<file path="config.mk">
export PLATFORM = sky130hd
export DESIGN_NAME = line_cmd_sequencer_flat
export DESIGN_NICKNAME = d
export VERILOG_FILES = /design/src/rtl/line_cmd_sequencer_if.sv /design/src/rtl/line_cmd_sequencer.sv /design/src/flat_wrapper.sv
export SDC_FILE = /design/constraint.sdc
export NUM_CORES = 1
export LEC_CHECK = 0
export CAP_MARGIN = 40
export CORE_MARGIN = 2
export CORE_UTILIZATION = 50
export CTS_BUF_LIST = sky130_fd_sc_hd__clkbuf_8
export CTS_CLUSTER_SIZE = 28
export DETAILED_ROUTE_END_ITERATION = 16
export PLACE_DENSITY = 0.83
export SKIP_CTS_REPAIR_TIMING = 1
export SKIP_LAST_GASP = 1
export SYNTH_ARGS = -nofsm -noshare
export SYNTH_HDL_FRONTEND = slang
export SYNTH_SLANG_ARGS = --single-unit
export TNS_END_PERCENT = 100
</file>
<file path="constraint.sdc">
create_clock -name clk -period 2.82 [get_ports clk]
set_clock_uncertainty 0.05 [all_clocks]
set_input_delay 0.705 -clock clk [delete_from_list [all_inputs] [get_ports clk]]
set_output_delay 0.705 -clock clk [all_outputs]
set_load 0.05 [all_outputs]
</file>
<file path="src/rtl/line_cmd_sequencer_if.sv">
// line_cmd_sequencer_if: command push port plus LineEngine serial-load port
interface line_cmd_sequencer_if;
   logic        cmd_valid;
   logic        cmd_ready;
   logic [9:0]  cmd_x0, cmd_y0, cmd_x1, cmd_y1;
   logic [31:0] cmd_color;
   logic        LE_ready;
   logic [31:0] LE_color;
   logic [9:0]  LE_point;
   logic        LE_color_valid, LE_x0_valid, LE_y0_valid, LE_x1_valid, LE_y1_valid;
   logic        LE_trigger;
   logic        busy;
   logic [15:0] lines_done;
   modport master (
      output cmd_valid, cmd_x0, cmd_y0, cmd_x1, cmd_y1, cmd_color, LE_ready,
      input  cmd_ready, LE_color, LE_point, LE_color_valid, LE_x0_valid, LE_y0_valid,
             LE_x1_valid, LE_y1_valid, LE_trigger, busy, lines_done
   );
   modport slave (
      input  cmd_valid, cmd_x0, cmd_y0, cmd_x1, cmd_y1, cmd_color, LE_ready,
      output cmd_ready, LE_color, LE_point, LE_color_valid, LE_x0_valid, LE_y0_valid,
             LE_x1_valid, LE_y1_valid, LE_trigger, busy, lines_done
   );
endinterface

</file>
<file path="src/rtl/line_cmd_sequencer.sv">
// line_cmd_sequencer: buffers line commands and replays them into LineEngine's serial load protocol
module line_cmd_sequencer #(
   parameter int DEPTH = 4,
   parameter int START_TIMEOUT = 4
) (
   input  logic clk,
   input  logic rst,
   line_cmd_sequencer_if.slave io
);
   localparam int AW = $clog2(DEPTH);
   localparam int TW = $clog2(START_TIMEOUT + 1);
   localparam logic [2:0] S_IDLE       = 3'd0;
   localparam logic [2:0] S_COLOR      = 3'd1;
   localparam logic [2:0] S_X0         = 3'd2;
   localparam logic [2:0] S_Y0         = 3'd3;
   localparam logic [2:0] S_X1         = 3'd4;
   localparam logic [2:0] S_Y1         = 3'd5;
   localparam logic [2:0] S_WAIT_START = 3'd6;
   localparam logic [2:0] S_WAIT_DONE  = 3'd7;
   // entry = {color[71:40], x0[39:30], y0[29:20], x1[19:10], y1[9:0]}
   logic [71:0]   mem [DEPTH];
   logic [AW-1:0] wr_ptr, rd_ptr;
   logic [AW:0]   count;
   logic [39:0]   cur;
   logic [2:0]    state, state_nx;
   logic [TW-1:0] tmo;
   logic [15:0]   done_cnt;
   logic          full, push, pop, done;
   assign full = count == (AW+1)'(DEPTH);
   assign push = io.cmd_valid && !full;
   assign pop = state == S_IDLE && count != '0;
   assign done = (state == S_WAIT_START && io.LE_ready && tmo <= TW'(1)) ||
                 (state == S_WAIT_DONE && io.LE_ready);
   assign io.cmd_ready = !full;
   assign io.lines_done = done_cnt;
   always_ff @(posedge clk)
      if (push) mem[wr_ptr] <= {io.cmd_color, io.cmd_x0, io.cmd_y0, io.cmd_x1, io.cmd_y1};
   always_ff @(posedge clk or negedge rst)
      if (!rst) begin
         wr_ptr <= '0;
         rd_ptr <= '0;
         count <= '0;
      end else begin
         if (push) wr_ptr <= wr_ptr + 1'b1;
         if (pop) rd_ptr <= rd_ptr + 1'b1;
         count <= count + (AW+1)'(push) - (AW+1)'(pop);
      end
   always_comb begin
      state_nx = state;
      case (state)
         S_IDLE:       state_nx = pop ? S_COLOR : S_IDLE;
         S_COLOR:      state_nx = io.LE_ready ? S_X0 : S_COLOR;
         S_X0:         state_nx = S_Y0;
         S_Y0:         state_nx = S_X1;
         S_X1:         state_nx = S_Y1;
         S_Y1:         state_nx = S_WAIT_START;
         S_WAIT_START: state_nx = !io.LE_ready ? S_WAIT_DONE : done ? S_IDLE : S_WAIT_START;
         S_WAIT_DONE:  state_nx = io.LE_ready ? S_IDLE : S_WAIT_DONE;
      endcase
   end
   // engine-facing outputs are registered copies decoded from the state being entered
   always_ff @(posedge clk or negedge rst)
      if (!rst) begin
         state <= S_IDLE;
         cur <= '0;
         tmo <= '0;
         done_cnt <= '0;
         io.busy <= 1'b0;
         io.LE_color <= '0;
         io.LE_point <= '0;
         io.LE_color_valid <= 1'b0;
         io.LE_x0_valid <= 1'b0;
         io.LE_y0_valid <= 1'b0;
         io.LE_x1_valid <= 1'b0;
         io.LE_y1_valid <= 1'b0;
         io.LE_trigger <= 1'b0;
      end else begin
         state <= state_nx;
         if (pop) cur <= mem[rd_ptr][39:0];
         if (pop) io.LE_color <= mem[rd_ptr][71:40];
         if (state == S_Y1) tmo <= TW'(START_TIMEOUT);
         else if (state == S_WAIT_START && tmo != '0) tmo <= tmo - 1'b1;
         if (done) done_cnt <= done_cnt + 1'b1;
         io.busy <= count != '0 || state != S_IDLE;
         io.LE_color_valid <= state_nx == S_COLOR;
         io.LE_x0_valid <= state_nx == S_X0;
         io.LE_y0_valid <= state_nx == S_Y0;
         io.LE_x1_valid <= state_nx == S_X1;
         io.LE_y1_valid <= state_nx == S_Y1;
         io.LE_trigger <= state_nx == S_Y1;
         if (state_nx == S_X0 || state_nx == S_Y0 || state_nx == S_X1 || state_nx == S_Y1)
            io.LE_point <= state_nx == S_X0 ? cur[39:30] :
                           state_nx == S_Y0 ? cur[29:20] :
                           state_nx == S_X1 ? cur[19:10] : cur[9:0];
      end
endmodule

</file>
<file path="src/flat_wrapper.sv">
// flat-port wrapper written by rule: the top's interface ports become plain ports
module line_cmd_sequencer_flat 
#(
   parameter int DEPTH = 4,
   parameter int START_TIMEOUT = 4
)
  (clk, rst, io_cmd_valid, io_cmd_x0, io_cmd_y0, io_cmd_x1, io_cmd_y1, io_cmd_color, io_LE_ready, io_cmd_ready, io_LE_color, io_LE_point, io_LE_color_valid, io_LE_x0_valid, io_LE_y0_valid, io_LE_x1_valid, io_LE_y1_valid, io_LE_trigger, io_busy, io_lines_done);
  line_cmd_sequencer_if io_i ();
  input  logic clk;
  input  logic rst;
  input wire logic [$bits(io_i.cmd_valid)-1:0] io_cmd_valid;
  input wire logic [$bits(io_i.cmd_x0)-1:0] io_cmd_x0;
  input wire logic [$bits(io_i.cmd_y0)-1:0] io_cmd_y0;
  input wire logic [$bits(io_i.cmd_x1)-1:0] io_cmd_x1;
  input wire logic [$bits(io_i.cmd_y1)-1:0] io_cmd_y1;
  input wire logic [$bits(io_i.cmd_color)-1:0] io_cmd_color;
  input wire logic [$bits(io_i.LE_ready)-1:0] io_LE_ready;
  output wire logic [$bits(io_i.cmd_ready)-1:0] io_cmd_ready;
  output wire logic [$bits(io_i.LE_color)-1:0] io_LE_color;
  output wire logic [$bits(io_i.LE_point)-1:0] io_LE_point;
  output wire logic [$bits(io_i.LE_color_valid)-1:0] io_LE_color_valid;
  output wire logic [$bits(io_i.LE_x0_valid)-1:0] io_LE_x0_valid;
  output wire logic [$bits(io_i.LE_y0_valid)-1:0] io_LE_y0_valid;
  output wire logic [$bits(io_i.LE_x1_valid)-1:0] io_LE_x1_valid;
  output wire logic [$bits(io_i.LE_y1_valid)-1:0] io_LE_y1_valid;
  output wire logic [$bits(io_i.LE_trigger)-1:0] io_LE_trigger;
  output wire logic [$bits(io_i.busy)-1:0] io_busy;
  output wire logic [$bits(io_i.lines_done)-1:0] io_lines_done;
  assign io_i.cmd_valid = io_cmd_valid;
  assign io_i.cmd_x0 = io_cmd_x0;
  assign io_i.cmd_y0 = io_cmd_y0;
  assign io_i.cmd_x1 = io_cmd_x1;
  assign io_i.cmd_y1 = io_cmd_y1;
  assign io_i.cmd_color = io_cmd_color;
  assign io_i.LE_ready = io_LE_ready;
  assign io_cmd_ready = io_i.cmd_ready;
  assign io_LE_color = io_i.LE_color;
  assign io_LE_point = io_i.LE_point;
  assign io_LE_color_valid = io_i.LE_color_valid;
  assign io_LE_x0_valid = io_i.LE_x0_valid;
  assign io_LE_y0_valid = io_i.LE_y0_valid;
  assign io_LE_x1_valid = io_i.LE_x1_valid;
  assign io_LE_y1_valid = io_i.LE_y1_valid;
  assign io_LE_trigger = io_i.LE_trigger;
  assign io_busy = io_i.busy;
  assign io_lines_done = io_i.lines_done;
  line_cmd_sequencer #(.DEPTH(DEPTH), .START_TIMEOUT(START_TIMEOUT)) u_core (.clk(clk), .rst(rst), .io(io_i));
endmodule
</file>
# --- Word-level counts from Yosys, hierarchy flattened ---
# Memories as Yosys holds them, arrays and structs flattened. A register that Yosys moved wholly into a read port is not among the register bits.
# Cells that the tools add are included.
word_totals:
  mem_bits_rw: 288
  output_inout_bits: 66
  memories: 1
  regBits: 45
  elab_cells: 65
  in_bits: 76
mem_list:
  columns: ["memory", "words", "word_bits", "read_ports", "rd_ports_with_merged_regs", "write_ports", "line", "source"]
  rows:
  - ["u_core.mem", 4, 72, 1, 1, 1, "line_cmd_sequencer.sv:21", "logic [71:0] mem [DEPTH];"]
classes:
  mux: 13
  n_reduce_logical: 18
  eq_ne: 13
  n_addsub: 6
  n_lt_le_gt_ge: 1
op_table:
  columns: ["cell", "n"]
  rows:
  - ["10-bit two-way mux", 3]
  - ["3-bit case mux with 8 select lines", 1]
  - ["3-bit equality test, second input constant", 7]
  - ["16-bit by 1-bit adder with 16-bit output, second input constant", 1]
  - ["3-bit two-way mux", 5]
  - ["3-bit by 2-bit equality test with 1-bit output, second input constant", 4]
  - ["3-bit nonzero test", 3]
  - ["3-bit by 1-bit equality test with 1-bit output, second input constant", 2]
  - ["1-bit logical AND", 6]
  - ["1-bit logical OR", 5]
  - ["2-bit by 1-bit adder with 2-bit output, second input constant", 2]
  - ["3-bit by 1-bit adder with 3-bit output", 1]
  - ["3-bit by 1-bit less-or-equal comparator with 1-bit output, second input constant", 1]
  - ["3-bit zero test", 1]
  - ["1-bit two-way mux", 3]
  - ["3-bit by 1-bit subtractor with 3-bit output", 1]
  - ["3-bit by 1-bit subtractor with 3-bit output, second input constant", 1]
  - ["1-bit zero test", 2]
  - ["2-bit two-way mux", 1]
  - ["2-bit nonzero test", 1]

# --- Logic depth before layout (Yosys ltp) ---
# Gate-level depths: netlist of the first run.
logic_depth:
  ltp_word: 11
  mapped_depth: 11
  ltp_nobuf: 9

# --- Worst setup path after synthesis of the first run ---
# Ideal clock, no wire load.
synth_timing:
  kind: "reg-to-reg"
  from: "reg u_core.count[1]"
  to: "mem u_core.mem[0][0], enable pin"
  arrival_time_ns: 2.699
  slack_ns: -0.368
  setup_time_ns: 0.439
  path_buffers: 0
  period_less_slack_ns: 3.188
  required_time_ns: 2.331
  path_stages_with_launch: 4
  path_cell_list: "dfrtp_1 > nor2_1 > nand2_1 > and3_1"
synth_between:
  elab_chain_cells: 5
synth_lines:
  columns: ["item", "line", "source"]
  rows:
  - ["start, declared", "line_cmd_sequencer.sv:23", "logic [AW:0] count;"]
  - ["start signal, assigned", "line_cmd_sequencer.sv:46", "count <= count + (AW+1)'(push) - (AW+1)'(pop);"]
  - ["3-bit equality test", "line_cmd_sequencer.sv:29", "assign full = count == (AW+1)'(DEPTH);"]
  - ["1-bit zero test", null, null]
  - ["via io_cmd_ready", "flat_wrapper.sv:18", "output wire logic [$bits(io_i.cmd_ready)-1:0] io_cmd_ready;"]
  - ["1-bit logical AND", "line_cmd_sequencer.sv:30", "assign push = io.cmd_valid && !full;"]
  - ["1-bit two-way mux", "line_cmd_sequencer.sv:37", "if (push) mem[wr_ptr] <= {io.cmd_color, io.cmd_x0, io.cmd_y0, io.cmd_x1, io.cmd_y1};"]
  - ["1-bit two-way mux (not written as such)", "line_cmd_sequencer.sv:37", null]
  - ["end, declared", "line_cmd_sequencer.sv:21", null]
# The timed path passes the listed nets, and every way through them passes these cells.

# --- Worst setup path in the final report of the first run ---
layout_timing:
  from: "reg u_core.done_cnt[3], in the netlist u_core.io.lines_done[3]"
  to: "out io_lines_done[3]"
layout_lines:
  columns: ["item", "line", "source"]
  rows:
  - ["start, declared", "line_cmd_sequencer.sv:27", "logic [15:0] done_cnt;"]
  - ["start signal, assigned", "line_cmd_sequencer.sv:83", "if (done) done_cnt <= done_cnt + 1'b1;"]
  - ["end, declared", "flat_wrapper.sv:28", "output wire logic [$bits(io_i.lines_done)-1:0] io_lines_done;"]
# No word-level cell between the ends.

==> results of run 1 <==
power breakdown:
group	internal [uW]	total (uW)	switching [uW]
combinational	3390	7180	3800
sequential	8090	9010	922
clock	2590	4870	2270
total	14100	21100	6990
layer usage:
metal | track usage [%] | up-vias | share of wire, %
li1 | - | 3453 | -
met1 | 24.6 | 3994 | 42
met2 | 31.5 | 230 | 50
met3 | 4.90 | 56 | 5.8
met4 | 5.72 | 2 | 2.0
met5 | 0 | - | 0.043
kinds of logic after synthesis:
kind of cell | after synthesis
xor+xnor | 20
buf+inv | 52
fa+ha+maj | 11
compound gates | 37
simple gates | 89
flops | 405
mux | 156
path summary, 6_finish.rpt:
path                                                 end                     start  depth (start not counted)  slack [ps]
worst max-delay path                    io_lines_done[3]   u_core.io.lines_done[3]                          1         200
worst min-delay path              u_core.io.LE_color[30]                       rst                          1          80
worst max register to register           u_core.count[2]           u_core.count[2]                          9         530
worst min register to register  u_core.io.lines_done[15]  u_core.io.lines_done[15]                          1         420
max in group asynchronous                 u_core.cur[13]                       rst                          2        1890
min in group clk                u_core.io.lines_done[15]  u_core.io.lines_done[15]                          1         420
cells in the final DEF, fill, tap and decap left out, types with 11 or more instances in the layout:
master / Yosys / routed
buf_4: 1 / 13
mux2_2: 26 / 26
mux4_2: 72 / 72
mux2_4: 47 / 47
clkdlybuf4s50_1: 0 / 139
nand2_1: 32 / 32
edfxtp_1: 288 / 288
xnor2_1: 12 / 12
nor2_1: 15 / 15
dfrtp_1: 117 / 115
inv_1: 14 / 34
buf_12: 0 / 15
clkbuf_8: 0 / 76
clkinv_1: 0 / 11
nor3_1: 11 / 11
stage by stage:
step           area, um^2  util (%)  hold slack (ps)  TNS [ps]  cells
2_1_floorplan       15700         -              359         0    770
3_3_place_gp        17700      57.6              408         0   1296
3_5_place_dp        17700      57.6              414         0   1297
4_1_cts             19000      61.8              104     -86.4   1418
5_1_grt             19000      61.8              135         0   1418
6_report            19000      61.8             78.7         0   1420
registers in the layout, summed over array words and instances (netlist names), 2 cells and up:
register              flops
u_core.count              3
u_core.cur               40
u_core.io.LE_color       32
u_core.io.LE_point       10
u_core.io.lines_done     16
u_core.mem              288
u_core.rd_ptr             2
u_core.state              3
u_core.tmo                3
u_core.wr_ptr             2
final cells by class:
class | count | area [um^2]
well taps | 396 | 495
fillers | 2166 | 11700
inverters | 14 | 52.6
multi-input cells | 313 | 3780
clock inverters | 45 | 244
diodes | 2 | 5.00
repair buffers | 169 | 1810
flip-flops and latches | 405 | 11600
clock buffers | 76 | 1050
==> metrics.txt, run 1 <==
status=completed; drt wl/cell=21.1 um; unrepaired setup endpoints after global routing=no; area share of fa/ha/maj cells after synthesis=less than 1%; most common cell in the netlist=edfxtp_1; Clock Latency Late Sink=590 ps; TritonRoute pass-1 iters=4; crit-path cells=clkdlybuf4s50_1; worst setup margin=about 200 ps; minimum clock period=2620 ps; Post-Synthesis Cells=770; ys async rst share=around 29%; YS warnings=0; CP max stage delay=840 ps; Yosys reg bits=~410; Starting Density=50.9%; TritonCTS sink count=405; DRC=0; total track usage=18.9%; Die Height=181 um; input/output buffers=between 100 and 150; DP Worst Slack=239 ps; initial antenna violation count=4; period utilisation layout=92.8%; Die X=181 um; first-pass GRT wire length=47200 um; Slowest cell on crit path=clkdlybuf4s50_1; compound-cell area share of the yosys netlist=under 10%; Simple-Gate Fraction of Synth Area=approximately 2.8%; multiplexer share of the synthesized area=about 17%; Yosys top cell area share=55.2%; Setup-failing EPs final=0; ys flop type=edfxtp_1; max-slew violation count=0; WP data arrival=1860 ps; Routed Antenna Nets=0; leakage=just under 0.007 uW; CTS root buf=clkbuf_8; Rows=64; pin count of the biggest net entering global routing=75; total power=21100 uW; register area share after synthesis=73.9%; CP Launch Type=register; Ports=142; Crit Path Class=register to primary output; GRT overflow=0; share of cells above drive strength 1=approximately 27%; most common library cells after synthesis=edfxtp_1 (288), dfrtp_1 (117), mux4_2 (72), mux2_4 (47), nand2_1 (32); P&R area growth vs syn=21.4%; final wirelength=30000 um; H-tree levels=3; area leader, netlist=edfxtp_1; nets=1056; First DRT Iteration DRCs=506; Slew Limit Headroom=53.9%; Worst Setup End Kind=primary output; main combinational cell family by area after synthesis=multiplexers; Hold Path Class=input port to asynchronous set/reset pin; CP Buf/Inv Count=1; Worst-path clk slew=60 ps; syn avg cell area=20.3 um^2; Avg Vias per Cell=5.45; Mapped Area=0.0157 mm^2; ranking of synthesized cells by area=edfxtp_1 (55%), dfrtp_1 (19%), mux4_2 (10%); Max clock buf depth=3; Yosys cell types=47; Top delay family on crit path=buffers and inverters; die area=0.0328 mm^2; Worst EP required=2070 ps; max cap viols=0; Max Freq=382 MHz; number of synthesized flops with an enable pin=288; CTS tree=built; peak supply drop=0.000886 V; GP Congestion=0.809; vias in the first global route=around 8400; detailed placer's ending HPWL=19100 um; Fin. Hold Viols=0; worst slew pin tran=692 ps; TritonCTS buffer count=66; xor/xnor share of the synthesized area=1.12%; via count=between 7000 and 8000; PD cells=1110 mW/mm^2; CORE AREA=0.0307 mm^2; crit path max fanout=6; syn nets=between 800 and 900
No activity file was read; power rests on OpenSTA's default activity.
==> inputs of run 2 (changes only) <==
--- a/config.mk
+++ b/config.mk
@@ -11,7 +11,7 @@
 export CTS_BUF_LIST = sky130_fd_sc_hd__clkbuf_8
 export CTS_CLUSTER_SIZE = 28
 export DETAILED_ROUTE_END_ITERATION = 16
-export PLACE_DENSITY = 0.83
+export PLACE_DENSITY = 0.8
 export SKIP_CTS_REPAIR_TIMING = 1
 export SKIP_LAST_GASP = 1
 export SYNTH_ARGS = -nofsm -noshare
==> constraint.sdc (replaced) <==
create_clock -name clk -period 3.4 [get_ports clk]
set_clock_uncertainty 0.05 [all_clocks]
set_input_delay 0.85 -clock clk [delete_from_list [all_inputs] [get_ports clk]]
set_output_delay 0.85 -clock clk [all_outputs]
set_load 0.05 [all_outputs]
==> run 2 against run 1 <==
Against the previous run:
- setup slack improved by 140 ps
- first-iteration DRC count increased by 48%
- wire length decreased by 0.35%
- sequential power decreased by 17%
- non-clock buffer count decreased by 10
- sequential cell count unchanged
- cell count decreased by 1.3%
- sequential share of layout area increased by 0.75 points
- critical path type unchanged
==> metrics.txt, run 2 (synthesis results as in run 1) <==
status=completed; M1 GR Usage=25.7% (+1.0 points); total power=17100 uW (-19%); Die Height=181 um (unchanged); RR Startpoint=u_core.state[2]; TritonCTS buffer count=60 (-9.1%); Slew Limit Headroom=59.4% (+5.5 points); nets=1040 (-1.5%); GP Congestion=0.773 (-4.5%); H-tree levels=2 (-1); Max clock buf depth=3 (unchanged); crit path from=u_core.count[1]; CTS root buf=clkbuf_8; first-pass GRT wire length=46800 um (-0.98%); Clock Latency Late Sink=620 ps (+30 ps); Worst Setup End Kind=primary output; initial antenna violation count=1 (-3); setup TNS=0 ps (unchanged); worst slew pin tran=608 ps (-83.6 ps); layer carrying the most global-route usage=met2; via count=7609 (-1.6%); GRT overflow=0 (unchanged); minimum clock period=~3000 ps; unrepaired setup endpoints after global routing=no; Routed Antenna Nets=0 (unchanged); input/output buffers=141 (unchanged); max cap viols=0 (unchanged); Reg2Reg Depth=8 (-1); period utilisation layout=89.9%; Reg area=0.0116 mm^2 (unchanged); CORE AREA=0.0307 mm^2 (unchanged); vias in the first global route=8011 (-4.6%); hold slack final=177 ps (+98.3 ps); Critical Path End=io_cmd_ready; PD cells=912 mW/mm^2 (-18%); Post-Layout Cell Count=1402 (-1.3%); met3 global-route usage=4.29% (-0.60 points); M2 GR Usage=30.4% (-1.2 points); drt wl/cell=21.3 um (+0.93%); reg2reg end=u_core.count[2]; final wirelength=29900 um (-0.35%); Die X=181 um (unchanged); CP max stage delay=850 ps (about the same); CTS tree=built; flop-to-flop setup slack=1050 ps (+520 ps); most common cell after layout, fill and taps aside=edfxtp_1; Worst EP required=2500 ps (+430 ps); worst setup margin=344 ps (+140 ps); P&R area growth vs syn=19.9%; First DRT Iteration DRCs=749 (+48%); Crit Path Class=register to primary output; Largest regs=u_core.mem (288), u_core.cur (40), u_core.io.LE_color (32); Starting Density=50.9% (unchanged); fill count=2176 (+0.46%); crit path max fanout=6 (unchanged); multi-input gate area in the final layout=0.00378 mm^2 (unchanged); peak supply drop=0.000752 V (-15%); Worst-path clk slew=60 ps (about the same); placed insts=1287 (-0.77%); CP Launch Type=register; TritonRoute pass-1 iters=5 (+1); Hold Path Class=input port to asynchronous set/reset pin; leakage=0.00683 uW (-1.3%); TritonCTS sink count=405 (unchanged); die area=0.0328 mm^2 (unchanged); max-slew violation count=0 (unchanged); Avg Vias per Cell=5.43 (-0.37%); WP data arrival=2160 ps (+300 ps); total track usage=18.7% (-0.18 points); Reg with most FFs=u_core.mem; pin count of the biggest net entering global routing=75 (unchanged); share of cells above drive strength 1=25.6% (-1.2 points); Ports=142 (unchanged); DRC=0 (unchanged); detailed placer's ending HPWL=18400 um (-3.5%); DP Worst Slack=687 ps (+448 ps); Slowest cell on crit path=clkdlybuf4s50_1; Setup-failing EPs final=0 (unchanged); crit-path cells=nor2_1 > nand2_1 > clkdlybuf4s50_1; Rows=64 (unchanged); Fin. Hold Viols=0 (unchanged); Max Freq=327 MHz; max FFs per register=288 (unchanged); most frequent cells in the layout=edfxtp_1 (288), clkdlybuf4s50_1 (140), dfrtp_1 (115)
## run 2: cell types whose count changed in the layout (fill, tap and decap cells not counted), sizes merged, moves of 2 or more
cell    change
buf        -10
clkbuf      -4
clkinv      -4
inv         +2
## run 2: metal layers
metal  up-vias  wire length (um)
met1      3905             12400
met3        43              2020
met5         -                 9
met4         2               520
li1       3407                 -
met2       252             15000
## run 2: per-stage QoR
stage | instance area, um^2 | util, %
detailed placement | 17600 | 57.2
floorplan | 15700 | -
global placement | 17600 | 57.1
finish | 18800 | 61.1
global route | 18800 | 61.1
CTS | 18800 | 61.1
## run 2: layout make-up
type	count	area share, %
Timing Repair Buffer	159	9.01
Clock inverter	42	1.01
Antenna cell	1	0.0133
Clock buffer	72	5.28
Multi-Input combinational cell	313	20.1
Tap cell	396	2.64
Sequential cell	405	61.7
Inverter	14	0.280
## run 2: where the power goes
group          leakage, uW  internal, uW  switching, uW
sequential         0.00405          6720            761
clock             0.000715          1930           1800
combinational      0.00207          2760           3170
total              0.00683         11400           5730
## run 2: worst min path at each step
stage,endpoint,slack [ps],cells past startpoint
after CTS,u_core.rd_ptr[0],180,1
after detailed placement,u_core.io.lines_done[15],420,1
after global routing,u_core.rd_ptr[0],210,1
final,u_core.io.LE_color[29],180,1
after global placement,u_core.io.lines_done[15],410,1
after floorplan,u_core.cur[20],430,1
## run 2: critical path: cells and delay by family (launching register included)
| family | cells | cell delay (ps) |
|---|---|---|
| buf+inv | 1 | 850 |
| flops | 1 | 450 |
| simple gates | 2 | 240 |
==> inputs of run 3 (changes only) <==
--- a/config.mk
+++ b/config.mk
@@ -9,7 +9,6 @@
 export CORE_MARGIN = 2
 export CORE_UTILIZATION = 50
 export CTS_BUF_LIST = sky130_fd_sc_hd__clkbuf_8
-export CTS_CLUSTER_SIZE = 28
 export DETAILED_ROUTE_END_ITERATION = 16
 export PLACE_DENSITY = 0.8
 export SKIP_CTS_REPAIR_TIMING = 1
==> results of run 3 <==
Same layout as run 2: the final DEF is identical, and so are final timing and power.
